==> config.mk <==
export PLATFORM = sky130hd
export DESIGN_NAME = write_buffer_flat
export DESIGN_NICKNAME = d
export VERILOG_FILES = /design/src/rtl/wb_pkg.sv /design/src/rtl/write_buffer_if.sv /design/src/rtl/wb_fifo.sv /design/src/rtl/write_buffer.sv /design/src/flat_wrapper.sv
export SDC_FILE = /design/constraint.sdc
export NUM_CORES = 2
export LEC_CHECK = 0
export CORE_AREA = 8 8 488 299
export CTS_CLUSTER_DIAMETER = 120
export DETAILED_ROUTE_END_ITERATION = 10
export DIE_AREA = 0 0 496 307
export PLACE_DENSITY_LB_ADDON = 0.2
export SYNTH_ARGS = -nofsm -noshare
export SYNTH_HDL_FRONTEND = slang
export SYNTH_SLANG_ARGS = --single-unit
==> constraint.sdc <==
create_clock -name iCLK -period 32.5 [get_ports iCLK]
set_input_delay 6.5 -clock iCLK [delete_from_list [all_inputs] [get_ports iCLK]]
set_output_delay 6.5 -clock iCLK [all_outputs]
set_load 0.03 [all_outputs]
==> src/rtl/wb_pkg.sv <==
// Shared types and constants for the DDR3 write-back path.
package wb_pkg;

    localparam int PIX_PER_WORD = 4;
    localparam int PIX_W        = 32;
    localparam int AVL_DATA_W   = 128;
    localparam int AVL_ADDR_W   = 26;
    localparam int DIM_W        = 10;   // width of stride and rows
    localparam int CNT_W        = 20;   // width of word counters (stride x rows)
    localparam int LANE_W       = 2;

    typedef enum logic [1:0] {
        IDLE,
        RUN,
        DRAIN,
        DONE
    } wb_state_t;

    // Number of 128-bit words in a stride x rows region, computed at full width.
    function automatic logic [CNT_W-1:0] region_words(input logic [DIM_W-1:0] stride,
                                                      input logic [DIM_W-1:0] rows);
        logic [CNT_W-1:0] s;
        logic [CNT_W-1:0] r;
        s = {{(CNT_W-DIM_W){1'b0}}, stride};
        r = {{(CNT_W-DIM_W){1'b0}}, rows};
        return s * r;
    endfunction

endpackage

==> src/rtl/write_buffer_if.sv <==
// Control, pixel-stream and Avalon-MM write signals of the write buffer.
// The master modport is the write buffer itself (it masters the Avalon bus);
// the slave modport is the surrounding system: control, ALU and DDR3 controller.
interface write_buffer_if
    import wb_pkg::*;
#(
    parameter int ADDR_W = AVL_ADDR_W
) ();

    // transfer control
    logic                  start;
    logic [ADDR_W-1:0]     start_address;
    logic [DIM_W-1:0]      stride;
    logic [DIM_W-1:0]      rows;
    logic                  ready;
    logic                  done;

    // pixel stream from the ALU
    logic                  in_valid;
    logic [PIX_W-1:0]      in_data;
    logic                  in_ready;

    // Avalon-MM write master
    logic [ADDR_W-1:0]     avl_address;
    logic [AVL_DATA_W-1:0] avl_writedata;
    logic                  avl_write;
    logic                  avl_read;
    logic                  avl_burstbegin;
    logic                  avl_wait_request_n;

    modport master (
        input  start, start_address, stride, rows,
        output ready, done,
        input  in_valid, in_data,
        output in_ready,
        output avl_address, avl_writedata, avl_write, avl_read, avl_burstbegin,
        input  avl_wait_request_n
    );

    modport slave (
        output start, start_address, stride, rows,
        input  ready, done,
        output in_valid, in_data,
        input  in_ready,
        input  avl_address, avl_writedata, avl_write, avl_read, avl_burstbegin,
        output avl_wait_request_n
    );

endinterface

==> src/rtl/wb_fifo.sv <==
// Synchronous show-ahead FIFO: head always shows the oldest entry while not empty.
// Reset flushes the contents by clearing pointers and level.
module wb_fifo
    import wb_pkg::*;
#(
    parameter int WIDTH = AVL_DATA_W,
    parameter int DEPTH = 16
) (
    input  logic                     iCLK,
    input  logic                     reset,
    input  logic                     push,
    input  logic [WIDTH-1:0]         push_data,
    input  logic                     pop,
    output logic [WIDTH-1:0]         head,
    output logic                     empty,
    output logic                     full,
    output logic [$clog2(DEPTH):0]   count
);

    localparam int            AW         = $clog2(DEPTH);
    localparam logic [AW:0]   FULL_LEVEL = (AW+1)'(DEPTH);

    logic [WIDTH-1:0] mem [DEPTH];
    logic [AW-1:0]    wr_ptr;
    logic [AW-1:0]    rd_ptr;
    logic [AW:0]      level;
    logic             do_push;
    logic             do_pop;

    // A push into a full FIFO is only taken when a pop frees a slot in the same cycle.
    assign do_push = push && (!full || pop);
    assign do_pop  = pop && !empty;

    // Storage write port.
    // NOTE: the storage array has no reset; flushing only needs the pointers and
    // level cleared, and leaving the array out of reset lets it map to RAM.
    always_ff @(posedge iCLK) begin
        if (do_push) begin
            mem[wr_ptr] <= push_data;
        end
    end

    // Pointer and occupancy tracking; pointers wrap naturally (DEPTH is a power of two).
    // NOTE: sequential state is always assigned with <= so every register samples
    // its inputs from before the edge, independent of statement order.
    always_ff @(posedge iCLK) begin
        if (reset) begin
            wr_ptr <= '0;
            rd_ptr <= '0;
            level  <= '0;
        end else begin
            if (do_push) begin
                wr_ptr <= wr_ptr + 1'b1;
            end
            if (do_pop) begin
                rd_ptr <= rd_ptr + 1'b1;
            end
            case ({do_push, do_pop})
                2'b10:   level <= level + 1'b1;
                2'b01:   level <= level - 1'b1;
                default: level <= level;
            endcase
        end
    end

    assign head  = mem[rd_ptr];
    assign empty = (level == '0);
    assign full  = (level == FULL_LEVEL);
    assign count = level;

endmodule

==> src/rtl/write_buffer.sv <==
// DDR3 write-back stage: packs four 32-bit pixels per 128-bit word, queues the
// words and writes them to a linear region starting at start_address through an
// Avalon-MM master with single-beat bursts.
module write_buffer
    import wb_pkg::*;
#(
    parameter int FIFO_DEPTH = 16,
    parameter int ADDR_W     = AVL_ADDR_W
) (
    input  logic           iCLK,
    input  logic           reset,
    write_buffer_if.master bus
);

    localparam int FCNT_W = $clog2(FIFO_DEPTH) + 1;

    wb_state_t                  state;
    logic                       ready_q;
    logic                       done_q;
    logic [CNT_W-1:0]           total_q;
    logic [CNT_W-1:0]           words_in_q;
    logic [CNT_W-1:0]           words_out_q;
    logic [LANE_W-1:0]          lane_q;
    logic [(PIX_PER_WORD-1)*PIX_W-1:0] pack_q;   // lanes 0..2 of the word being built
    logic [ADDR_W-1:0]          addr_q;

    logic [CNT_W-1:0]           start_total;
    logic                       in_ready_c;
    logic                       pix_fire;
    logic                       word_push;
    logic [AVL_DATA_W-1:0]      word_data;
    logic                       wr_fire;
    logic                       last_out;

    logic [AVL_DATA_W-1:0]      fifo_head;
    logic                       fifo_empty;
    logic                       fifo_full;
    logic [FCNT_W-1:0]          fifo_count;

    assign start_total = region_words(bus.stride, bus.rows);

    // Accept pixels only while running, with FIFO room, and never beyond the region.
    assign in_ready_c = (state == RUN) && !fifo_full && (words_in_q < total_q);
    assign pix_fire   = bus.in_valid && in_ready_c;

    // The fourth pixel completes the word; it lands in the top lane.
    assign word_push  = pix_fire && (lane_q == LANE_W'(PIX_PER_WORD-1));
    assign word_data  = {bus.in_data, pack_q};

    // A write is presented whenever the FIFO holds a word; it completes when the
    // slave is not stalling, which pops the head and advances the address.
    assign wr_fire    = bus.avl_write && bus.avl_wait_request_n;
    assign last_out   = (words_out_q == total_q - 1'b1);

    wb_fifo #(
        .WIDTH (AVL_DATA_W),
        .DEPTH (FIFO_DEPTH)
    ) u_fifo (
        .iCLK      (iCLK),
        .reset     (reset),
        .push      (word_push),
        .push_data (word_data),
        .pop       (wr_fire),
        .head      (fifo_head),
        .empty     (fifo_empty),
        .full      (fifo_full),
        .count     (fifo_count)
    );

    // Transfer FSM with packer, word counters and Avalon address generator.
    always_ff @(posedge iCLK) begin
        if (reset) begin
            state       <= IDLE;
            ready_q     <= 1'b1;
            done_q      <= 1'b0;
            total_q     <= '0;
            words_in_q  <= '0;
            words_out_q <= '0;
            lane_q      <= '0;
            pack_q      <= '0;
            addr_q      <= '0;
        end else begin
            done_q <= 1'b0;

            // Packer: lanes 0..2 are stored, lane 3 goes straight into the FIFO.
            if (pix_fire) begin
                if (word_push) begin
                    lane_q     <= '0;
                    words_in_q <= words_in_q + 1'b1;
                end else begin
                    lane_q                     <= lane_q + 1'b1;
                    pack_q[PIX_W*lane_q +: PIX_W] <= bus.in_data;
                end
            end

            // Address wraps silently modulo 2^ADDR_W.
            if (wr_fire) begin
                addr_q      <= addr_q + 1'b1;
                words_out_q <= words_out_q + 1'b1;
            end

            case (state)
                IDLE: begin
                    if (bus.start) begin
                        addr_q      <= bus.start_address;
                        total_q     <= start_total;
                        words_in_q  <= '0;
                        words_out_q <= '0;
                        lane_q      <= '0;
                        ready_q     <= 1'b0;
                        if (start_total == '0) begin
                            state  <= DONE;
                            done_q <= 1'b1;
                        end else begin
                            state  <= RUN;
                        end
                    end
                end
                RUN: begin
                    // The last write can complete before DRAIN is ever entered.
                    if (wr_fire && last_out) begin
                        state  <= DONE;
                        done_q <= 1'b1;
                    end else if (words_in_q == total_q) begin
                        state  <= DRAIN;
                    end
                end
                DRAIN: begin
                    if (wr_fire && last_out) begin
                        state  <= DONE;
                        done_q <= 1'b1;
                    end
                end
                DONE: begin
                    ready_q <= 1'b1;
                    state   <= IDLE;
                end
                default: begin
                    state   <= IDLE;
                    ready_q <= 1'b1;
                end
            endcase
        end
    end

    assign bus.ready          = ready_q;
    assign bus.done           = done_q;
    assign bus.in_ready       = in_ready_c;
    assign bus.avl_address    = addr_q;
    assign bus.avl_write      = (fifo_count != '0);
    assign bus.avl_writedata  = fifo_empty ? '0 : fifo_head;
    assign bus.avl_read       = 1'b0;
    assign bus.avl_burstbegin = bus.avl_write;

endmodule
==> src/flat_wrapper.sv <==
// flat-port wrapper written by rule: the top's interface ports become plain ports
module write_buffer_flat import wb_pkg::*;
#(
    parameter int FIFO_DEPTH = 16,
    parameter int ADDR_W     = AVL_ADDR_W
)
  (iCLK, reset, bus_start, bus_start_address, bus_stride, bus_rows, bus_ready, bus_done, bus_in_valid, bus_in_data, bus_in_ready, bus_avl_address, bus_avl_writedata, bus_avl_write, bus_avl_read, bus_avl_burstbegin, bus_avl_wait_request_n);
  write_buffer_if #(.ADDR_W(ADDR_W)) bus_i ();
  input  logic iCLK;
  input  logic reset;
  input wire logic [$bits(bus_i.start)-1:0] bus_start;
  input wire logic [$bits(bus_i.start_address)-1:0] bus_start_address;
  input wire logic [$bits(bus_i.stride)-1:0] bus_stride;
  input wire logic [$bits(bus_i.rows)-1:0] bus_rows;
  output wire logic [$bits(bus_i.ready)-1:0] bus_ready;
  output wire logic [$bits(bus_i.done)-1:0] bus_done;
  input wire logic [$bits(bus_i.in_valid)-1:0] bus_in_valid;
  input wire logic [$bits(bus_i.in_data)-1:0] bus_in_data;
  output wire logic [$bits(bus_i.in_ready)-1:0] bus_in_ready;
  output wire logic [$bits(bus_i.avl_address)-1:0] bus_avl_address;
  output wire logic [$bits(bus_i.avl_writedata)-1:0] bus_avl_writedata;
  output wire logic [$bits(bus_i.avl_write)-1:0] bus_avl_write;
  output wire logic [$bits(bus_i.avl_read)-1:0] bus_avl_read;
  output wire logic [$bits(bus_i.avl_burstbegin)-1:0] bus_avl_burstbegin;
  input wire logic [$bits(bus_i.avl_wait_request_n)-1:0] bus_avl_wait_request_n;
  assign bus_i.start = bus_start;
  assign bus_i.start_address = bus_start_address;
  assign bus_i.stride = bus_stride;
  assign bus_i.rows = bus_rows;
  assign bus_ready = bus_i.ready;
  assign bus_done = bus_i.done;
  assign bus_i.in_valid = bus_in_valid;
  assign bus_i.in_data = bus_in_data;
  assign bus_in_ready = bus_i.in_ready;
  assign bus_avl_address = bus_i.avl_address;
  assign bus_avl_writedata = bus_i.avl_writedata;
  assign bus_avl_write = bus_i.avl_write;
  assign bus_avl_read = bus_i.avl_read;
  assign bus_avl_burstbegin = bus_i.avl_burstbegin;
  assign bus_i.avl_wait_request_n = bus_avl_wait_request_n;
  write_buffer #(.FIFO_DEPTH(FIFO_DEPTH), .ADDR_W(ADDR_W)) u_core (.iCLK(iCLK), .reset(reset), .bus(bus_i));
endmodule
==> summary.md <==
| Metric | Value |
|---|---|
| First-pass GRT wire length | `between 300000 and 400000 um` |
| PD cells | `59.5 nW/um^2` |
| CTS Hold Buffers Added | `0` |
| Main flop type after synthesis | `edfxtp_1` |
| Initial Util | `0.656` |
| Crit-path cells | `buf_12, buf_4, buf_4, buf_12, buf_4, mux4_2, mux4_2, and2_1, clkdlybuf4s50_1` |
| Sequential cell area fraction in the yosys report | `0.723` |
| Final worst path period share | `0.445` |
| Unrepaired setup endpoints after global routing | `false` |
| GP Congestion | `0.844` |
| Yosys synthesis warning count | `0` |
| CTS sink cnt | `around 2300` |
| R2R Setup Slk | `26.06 ns` |
| Fraction of final layout cells sized beyond drive strength 1 | `0.205` |
| Fmax | `0.0692 GHz` |
| CTS resizes | `0` |
| Max clock buf depth | `3` |
| Largest net degree at the start of global routing | `117` |
| Latest clock arrival within the worst-skew pair | `0.80 ns` |
| Rows | `~110` |
| Core box area | `138000 sq um` |
| Post-CTS Setup Inserts | `0` |
| Synth cell types | `66` |
| Die height | `307 um` |
| Final Util | `0.733` |
| Full die area | `152000 sq um` |
| Max incr delay on CP | `~0.98 ns` |
| HP Class | `flop to flop` |
| Fin. max-slew vios | `0` |
| Post-synthesis register bit count | `~2300` |
| Initial antenna violation count | `13` |
| CTS tree | `yes` |
| Detailed-route wire length | `between 200000 and 250000 um` |
| Initial detailed-routing violation count | `6499` |
| Worst vdd ir | `55.0 uV` |
| Drt wl/cell | `33.3 um` |
| First-pass detailed-route iteration total | `6` |
| Gr ovfl total | `0` |
| Number of max-cap violations | `0` |
| Clock skew | `0.0274 ns` |
| DR DRC count | `0` |
| Worst EP required | `26.00 ns` |
| Final Net Count | `5115` |
| Synth Net Count | `4847` |
| Post-synth EDFFs | `2048` |
| Worst R2R Start | `u_core.total_q[5]$_SDFFE_PP0P_` |
| Via Count | `about 48000` |
| Syn Inst Count | `~4600` |
| Setup_tns | `0 ns` |
| Kind of critical path | `flop to output pin` |
| Port Buffers | `241` |
| Vias/cell | `roughly 6.9` |
| Slew @ Worst Pin | `between 1 and 1.5 ns` |
| Total track usage | `0.300` |
| TritonCTS buffer count | `about 190` |
| Vias in the first global route | `just under 50000` |
| Clock transition at path regs | `roughly 0.070 ns` |
| Family with the most delay on the worst path | `buffers and inverters` |
| Status | `complete, no violations` |
| CP most frequent cell | `buf_4` |
| Design Power | `0.00602 W` |
| Mean Syn Cell Area | `19.7 sq um` |
| Fillers | `between 7000 and 8000` |
| HPWL after DPL | `roughly 120000 um` |
| Startpoint class of the critical path | `flop` |
| Tmin final | `14.45 ns` |
| Slowest-stage cell, CP | `dfxtp_4` |
| Arrival time at the worst endpoint | `approximately 8.0 ns` |
| H-tree Lvls | `4` |
| I/O pins | `243` |
| Post-route ant nets | `0` |
| Clk root buf | `clkbuf_16` |
| LEAKAGE | `33.9 nW` |
| Async SR Flop Fraction | `0` |
| Final setup vio count | `0` |
| Crit path buf inv count | `6` |
| Hold Path Origin | `u_core.total_q[17]$_SDFFE_PP0P_` |
| Die width | `496 um` |
| Worst slew margin | `0.0652` |
| Crit-path max FO | `116` |
| CP endpoint kind | `output pin` |
| Post-Syn Area | `90700 sq um` |
| Endpoints failing hold | `0` |
| Synth-to-layout area growth | `11.7%` |
[Yosys cell counts, types with 4 or more instances]
library cell,number,share of area
and4_1,8,0.00077
nand2b_1,4,0.00028
nand4_1,30,0.0021
nand2_1,203,0.0084
mux4_2,640,0.16
clkbuf_1,179,0.0074
inv_1,101,0.0042
or4_1,16,0.0013
a311oi_1,6,0.00058
and3_1,27,0.0019
ha_1,97,0.013
a31oi_1,6,0.00041
nor2_1,105,0.0043
nor4_1,12,0.00083
buf_1,57,0.0024
nand3_1,135,0.0075
nor2b_1,12,0.00083
xnor2_1,40,0.0039
fa_1,63,0.014
dfxtp_1,205,0.045
buf_2,7,0.00039
mux2i_1,4,0.00044
a21oi_1,155,0.0086
a211oi_1,31,0.0026
a21o_1,14,0.0012
or2_2,5,0.00034
xor2_1,49,0.0047
o211ai_1,10,0.00083
nor3_1,22,0.0012
o31ai_1,13,0.0011
edfxtp_1,2048,0.68
or3_1,16,0.0011
and2_1,206,0.014
o21ai_0,21,0.0012
nor3b_1,6,0.00050
[metal layers]
metal / global-route usage / vias to the layer above / share of wire
li1: - / 19118 / -
met4: 0.100 / 4 / 0.031
met1: 0.421 / 24833 / 0.37
met5: 0 / - / 0.00012
met2: 0.468 / 3199 / 0.48
met3: 0.0786 / 381 / 0.12
[worst min-delay path: cells and delay by family, from the launching register on]
family	cells	cell delay, ns
flops	1	0.34
simple gates	1	0.07
compound gates	1	0.05
[final cells by class]
type | instances | area, sq um | area share
sequential | 2253 | 65600 | 0.648
multi-input combinational | 2002 | 23900 | 0.236
clock buffer | 267 | 5250 | 0.0518
timing repair buffer | 324 | 3100 | 0.0306
tap | 1836 | 2300 | 0.0227
clock inverter | 79 | 751 | 0.00741
inverter | 103 | 387 | 0.00382
antenna | 7 | 17.5 | 0.000173
[stage by stage]
step                area (sq um)  hold slack, ns  worst slack (ns)  cells
floorplan                  90700           0.462             15.90   4604
global placement           95300           0.476             18.60   6518
detailed placement         95300           0.480             18.56   6518
CTS                       101000           0.506             17.64   6864
global route              101000           0.547             17.20   6868
finish                    101000           0.507             18.05   6871
[state kept, by name (all words and copies together), names as in the netlist, named ones only]
register and flops:
u_core.u_fifo.mem 2048, u_core.pack_q 96, u_core.bus.avl_address 26, u_core.total_q 20
u_core.words_in_q 20, u_core.words_out_q 20, u_core.u_fifo.count 5, u_core.u_fifo.rd_ptr 4
u_core.u_fifo.wr_ptr 4, u_core.lane_q 2, u_core.state 2, u_core.bus.done 1
u_core.bus.ready 1
[power breakdown]
part           leakage, nW  internal [W]  switching (W)  total (W)
sequential            22.5       0.00317      0.0000473    0.00321
combinational         8.45      0.000209       0.000352   0.000561
clock                 2.93       0.00122        0.00102    0.00225
total                 33.9       0.00460        0.00142    0.00602
[layout by cell type, fill, tap and decap left out, types with 6 or more instances in the layout]
cell type	Yosys	final
o21ai_0	21	20
and3_1	27	15
nor3_1	22	21
and3_4	0	12
a21o_1	14	14
clkbuf_1	179	59
o31ai_1	13	13
xnor2_1	40	40
nor2_1	105	105
clkbuf_16	0	192
xor2_1	49	49
nand3_1	135	135
clkinv_2	0	27
clkdlybuf4s50_1	0	240
nor4_1	12	12
a211oi_1	31	30
diode_2	0	7
buf_4	2	78
or4_1	16	16
a311oi_1	6	6
fa_1	63	63
or3_1	16	16
edfxtp_1	2048	2048
a21oi_1	155	155
a31oi_1	6	6
nor2b_1	12	9
and4_1	8	8
mux4_2	640	640
bufinv_16	0	12
ha_1	97	97
and2_1	206	206
dfxtp_1	205	201
inv_1	101	101
clkbuf_8	0	16
clkinv_1	0	23
o211ai_1	10	10
nand2_1	203	202
nand4_1	30	30
[logic make-up (layout without fill, tap and decap cells)]
kind of cell             count (synthesis)  in the layout  share of synthesized area
flip-flops                            2253           2253                      0.723
AND/OR/NAND/NOR                        820            820                     0.0473
multiplexers                           645            645                      0.159
buffers and inverters                  349            773                     0.0147
AO/OA/AOI/OAI                          287            287                     0.0192
adder cells (fa/ha/maj)                160            160                     0.0273
XOR/XNOR                                89             89                    0.00860
other                                    1              8                  0.0000413
[worst paths after layout]
kind                                                             to  depth (start not counted)
worst min register to register      u_core.total_q[17]$_SDFFE_PP0P_                          2
worst max-delay path                          bus_avl_writedata[42]                          9
worst min-delay path                u_core.total_q[17]$_SDFFE_PP0P_                          2
worst max register to register  u_core.u_fifo.mem[10][44]$_DFFE_PP_                         12
Power figures use the tool's default switching activity.
